File: src/rtl/pipe_stall_ctrl.sv
// Central stall/flush controller for the 5-stage MIPS pipeline.
// Merges the ID/EX/MEM stall requests into the shared stall bus and sequences
// redirect flushes. It also provides a stall watchdog and stall statistics.
// Stall bus bits: 0 PC, 1 IF, 2 ID, 3 EX, 4 MEM, 5 WB.
// A 1 on a bit means that stage holds. The first stage above the highest
// held stage loads a bubble.
module pipe_stall_ctrl #(
    parameter int STALL_WD = 6,
    parameter int TIMEOUT  = 1024,
    parameter int CNT_WD   = 32
) (
    input  logic                clk,
    input  logic                rst,
    input  logic                stallreq_id,
    input  logic                stallreq_ex,
    input  logic                stallreq_mem,
    input  logic                flush_req,
    input  logic [31:0]         flush_req_pc,
    output logic [STALL_WD-1:0] stall,
    output logic                flush,
    output logic [31:0]         new_pc,
    output logic                stall_timeout,
    output logic [CNT_WD-1:0]   stall_cycles,
    output logic [CNT_WD-1:0]   loaduse_events
);

    localparam int WD_W = $clog2(TIMEOUT + 1);

    // Stall patterns. Each pattern holds everything up to and including the
    // requesting stage.
    localparam logic [STALL_WD-1:0] STALL_NONE = '0;
    localparam logic [STALL_WD-1:0] STALL_ID   = STALL_WD'(7);
    localparam logic [STALL_WD-1:0] STALL_EX   = STALL_WD'(15);
    localparam logic [STALL_WD-1:0] STALL_MEM  = STALL_WD'(31);

    typedef enum logic {
        RUN   = 1'b0,
        FLUSH = 1'b1
    } state_t;

    state_t          state;
    logic [WD_W-1:0] wd_cnt;
    logic            prev_loaduse;
    logic            stall_any;
    logic            loaduse_now;

    // The flush output is the FSM state itself. It is registered and so
    // arrives one cycle after flush_req.
    assign flush = (state == FLUSH);

    // Combinational stall merge with priority MEM > EX > ID. During a
    // flush cycle all requests are ignored, because the pipeline is being
    // emptied.
    always_comb begin
        stall = STALL_NONE;
        if (state == RUN) begin
            if (stallreq_mem)
                stall = STALL_MEM;
            else if (stallreq_ex)
                stall = STALL_EX;
            else if (stallreq_id)
                stall = STALL_ID;
        end
    end

    assign stall_any   = (stall != STALL_NONE);
    assign loaduse_now = (stall == STALL_ID);

    // Redirect FSM. Every flush_req loads a new PC. This includes
    // back-to-back requests, which keep flush high.
    always_ff @(posedge clk or negedge rst) begin
        if (!rst) begin
            state  <= RUN;
            new_pc <= 32'h0;
        end else begin
            case (state)
                RUN: begin
                    if (flush_req) begin
                        state  <= FLUSH;
                        new_pc <= flush_req_pc;
                    end
                end
                FLUSH: begin
                    if (flush_req) begin
                        state  <= FLUSH;
                        new_pc <= flush_req_pc;
                    end else begin
                        state  <= RUN;
                    end
                end
                default: state <= RUN;
            endcase
        end
    end

    // Watchdog: count consecutive stalled cycles, saturating at TIMEOUT.
    // The flag goes high on the edge where the count reaches TIMEOUT and
    // stays high until reset.
    always_ff @(posedge clk or negedge rst) begin
        if (!rst) begin
            wd_cnt        <= '0;
            stall_timeout <= 1'b0;
        end else begin
            if (!stall_any)
                wd_cnt <= '0;
            else if (wd_cnt != WD_W'(TIMEOUT))
                wd_cnt <= wd_cnt + WD_W'(1);
            if (stall_any && (wd_cnt >= WD_W'(TIMEOUT - 1)))
                stall_timeout <= 1'b1;
        end
    end

    // Statistics: stalled-cycle count, and load-use episodes counted on the
    // rising edge of the effective ID-only stall. Both counters wrap.
    always_ff @(posedge clk or negedge rst) begin
        if (!rst) begin
            stall_cycles   <= '0;
            loaduse_events <= '0;
            prev_loaduse   <= 1'b0;
        end else begin
            prev_loaduse <= loaduse_now;
            if (stall_any)
                stall_cycles <= stall_cycles + CNT_WD'(1);
            if (loaduse_now && !prev_loaduse)
                loaduse_events <= loaduse_events + CNT_WD'(1);
        end
    end

endmodule

File: config.mk
export PLATFORM = sky130hd
export DESIGN_NAME = pipe_stall_ctrl
export DESIGN_NICKNAME = d
export VERILOG_FILES = /design/src/rtl/pipe_stall_ctrl.sv
export SDC_FILE = /design/constraint.sdc
export NUM_CORES = 1
export LEC_CHECK = 0
export CAP_MARGIN = 15
export CORE_MARGIN = 2
export CORE_UTILIZATION = 25
export CTS_CLUSTER_SIZE = 25
export DETAILED_ROUTE_END_ITERATION = 16
export SETUP_SLACK_MARGIN = 0.1
export SYNTH_ARGS = -nofsm -noshare
export SYNTH_HDL_FRONTEND = slang
export SYNTH_SLANG_ARGS = --single-unit
export TNS_END_PERCENT = 20
File: constraint.sdc
create_clock -name clk -period 2.9 [get_ports clk]
set_clock_uncertainty 0.2 [all_clocks]
set_input_delay 0.87 -clock clk [delete_from_list [all_inputs] [get_ports clk]]
set_output_delay 0.87 -clock clk [all_outputs]
set_load 0.05 [all_outputs]
==> key figures <==
Outcome
  • Status: complete, no violations

Pwr
  • Internal Pwr Total: 2.79 mW
  • Cell Pwr Density: 595 mW/mm^2
  • Clk network pwr share: 31.0%
  • Net Switching: 1.44 mW
  • Total Power: 4.23 mW
  • Leakage: 3.00 nW
  • Sw Share: 33.9%
  • Part of the power in registers: 43.0%
  • Maximum VDD drop: 326 uV
  • Gate power share: 26.0%

Routing
  • Via density: 4.47
  • DR iter-0 viols: 144
  • Routed Antenna Nets: 0
  • Routed WL per cell: 14.4 um
  • # DRC: 0
  • Router iterations before antenna repair: 4
  • Via Count: 3,735
  • Routed WL: 12,000 um

Clock network
  • CTS clk-pin slew, worst paths: 0.07 ns
  • Clock Latency Late Sink: 0.36 ns
  • Root Driver: clkbuf_16
  • Clock Sinks: 110
  • Cts bufs inserted: 9
  • Worst-case clock buffer depth: 2
  • CTS tree: yes
  • # H-tree levels: 3

Global routing
  • Pin count of the biggest net entering global routing: 111
  • Global route overflow: 0
  • GRT Resource Usage Total: 11.9%
  • First-pass GRT wire length: 19,400 um
  • Initial antenna violation count: 0
  • Via count of the first global-routing pass: 3,806

Floorplanning
  • IO Pins: 142
  • Die ar.: 0.0207 sq mm
  • Initial Util: 25.3%
  • Die Ht: 144 um
  • Die width: 144 um
  • Rows: 51
  • Core Area: 0.0193 sq mm

Synthesis
  • Syn. warnings: 0
  • Area of the mapped netlist: 0.00490 sq mm
  • Compound-gate portion of the synthesized area: 0.818%
  • Post-Synth XOR/XNOR Area: 12.3%
  • Synthesized Nets: 450
  • Avg Inst Size Synth: 12.0 sq um
  • EDFF count, synth: 0
  • Top post-synthesis cells by area: dfrtp_1 (56%), mux2_2 (7.6%), xnor2_1 (7.5%), xor2_1 (4.8%), nand4_1 (3.3%)
  • Most used DFF post-synth: dfrtp_1
  • Area leader, netlist: dfrtp_1
  • #FFs+latches synth: 110
  • Largest family of logic cells by synthesized area: simple AND/OR/NAND/NOR gates
  • Netlist cell types: 42
  • Syn Inst Count: 408
  • Post-Synth Simple-Gate Area: 19.4%
  • Mux share of post-synthesis cell area: 7.79%
  • Post-synth top area share: 56.2%
  • Post-synthesis sequential area ratio: 56.2%
  • Adder-cell share of the synthesized area: 1.02%
  • FFs w/ async S/R, synth: 100%

Layout
  • Post-layout util: 36.8%
  • Nets: 608
  • Most frequent cells in the layout: clkdlybuf4s50_1 (128), dfrtp_1 (110), xnor2_1 (42)
  • Design area: 0.00711 sq mm
  • Share of layout cells above drive strength 1: 16.6%
  • P&R area growth vs syn: 45.2%
  • Finished Layout Cells: 836
  • Commonest non-fill, non-tap cell in the layout: clkdlybuf4s50_1
  • Antenna diodes: 0

Placement
  • IO buf count: 140
  • Placed Area: 0.00674 sq mm
  • Hpwl dp: 8650 um
  • RePlAce Congestion: 0.832
  • Pre-CTS WS: -0.540 ns
  • Placed cells: 817

Worst setup path
  • CP max-delay cell: nor3_4
  • Worst r2r path cells: 4
  • Critical Path Source: stallreq_ex
  • R2r startpoint: flush$_DFF_PN0_
  • Crit path kind: input pin to output pin
  • Critical path required time: 1.83 ns
  • Reg2reg setup slack: 0.41 ns
  • CP arrival: 1.80 ns
  • R2r endpoint: loaduse_events[30]$_DFFE_PN0P_
  • Worst path cell trace: buf_8, nor3_4, or2_4, clkinvlp_4, buf_6
  • CP startpoint kind: input pin
  • CP max stage delay: 0.25 ns
  • CP endpoint kind: output pin
  • Crit path max fanout: 5

STA
  • Slew Limit Fails: 0
  • Fmax: 349 MHz
  • Final hold slack: 0.268 ns
  • Slew HR: 60.1%
  • Setup WS post-layout: 0.0334 ns
  • Hold Fails Final Rpt: 0
  • Setup violators final: 0
  • Actual slew at the worst max-slew pin: 0.599 ns
  • Min Clock Period, post-route: 2.87 ns
  • Sum Neg Setup Slack: 0 ns
  • RSZ-0062 raised after global routing: yes
  • Final period util: 98.8%

Min path
  • WHS Path Cells: 1
  • Hold Crit Class: flip-flop to flip-flop
  • Worst Hold Launch: stall_timeout$_DFFE_PN0P_
  • Hold EP: stall_timeout$_DFFE_PN0P_

Job
  • Max-cap violations: 0
[what timing repair did]
item,in CTS,in global routing
pin swaps,2,3
hold buffers,0,0
setup endpoints to repair,27,5
buffers inserted,1,2
resized for setup,21,4
[worst max path at each step]
stage	endpoint	slack, ns	depth (start not counted)
after detailed placement	loaduse_events[28]$_DFFE_PN0P_	-0.54	5
final	stall[1]	0.03	5
after global routing	stall[0]	-0.01	5
after CTS	stall[0]	0.02	5
after global placement	loaduse_events[14]$_DFFE_PN0P_	-0.47	6
after floorplan	stall[1]	-0.13	5
[registers in the layout (all words and copies together) (netlist names)]
register and count:
loaduse_events 32, new_pc 32, stall_cycles 32, wd_cnt 11, flush 1, prev_loaduse 1, stall_timeout 1
[synth_stat cells, types with 3 or more instances]
master / count
inv_1: 10
mux2_2: 33
dfrtp_1: 110
buf_4: 3
ha_1: 4
nand2_1: 24
and3_1: 7
or3_1: 3
clkbuf_1: 7
and2_1: 8
nor3_1: 8
xnor2_1: 42
and4_1: 8
buf_1: 3
nand3_1: 22
nand4_1: 26
nor4_1: 13
xor2_1: 27
nor2_1: 19
o21ai_0: 3
[kinds of logic (layout without fill, tap and decap cells)]
group,count (synthesis),in the layout
and+or+nand+nor,158,158
DFF,110,110
xor gates and xnor gates,69,69
muxes,34,34
buffers and inverters,25,188
AOI/OAI and AO/OA,7,7
adders and majority gates,4,4
other,1,1
[critical path: cells and delay by family]
| kind | cells | cell delay (ns) |
|---|---|---|
| and+or+nand+nor | 2 | 0.43 |
| buffers and inverters | 3 | 0.49 |
[layout make-up]
type | instances | area, sq um
well taps | 265 | 332
clock inverters | 5 | 65.1
fillers | 1906 | 12200
clock buffers | 11 | 253
inverters | 10 | 41.3
flip-flops and latches | 110 | 2750
repair buffers | 162 | 1610
multi-input cells | 273 | 2060
[per-layer routing]
| metal | global-route usage (%) | up-vias | part of all wire (%) |
|---|---|---|---|
| met2 | 18.6 | 114 | 47 |
| met3 | 4.80 | 13 | 8.4 |
| met1 | 15.2 | 1861 | 43 |
| met4 | 3.77 | 0 | 1.3 |
| li1 | - | 1747 | - |
| met5 | 0 | - | 0 |
[power by group through the flow]
stage	registers, mW	clock network, mW	logic, mW
5_1_grt	1.85	1.42	1.17
3_3_place_gp	1.84	0	1.10
2_1_floorplan	2.28	0	0.214
3_5_place_dp	1.85	0	1.11
4_1_cts	1.82	1.36	1.12
6_report	1.82	1.31	1.10
Power figures use the tool's default switching activity.
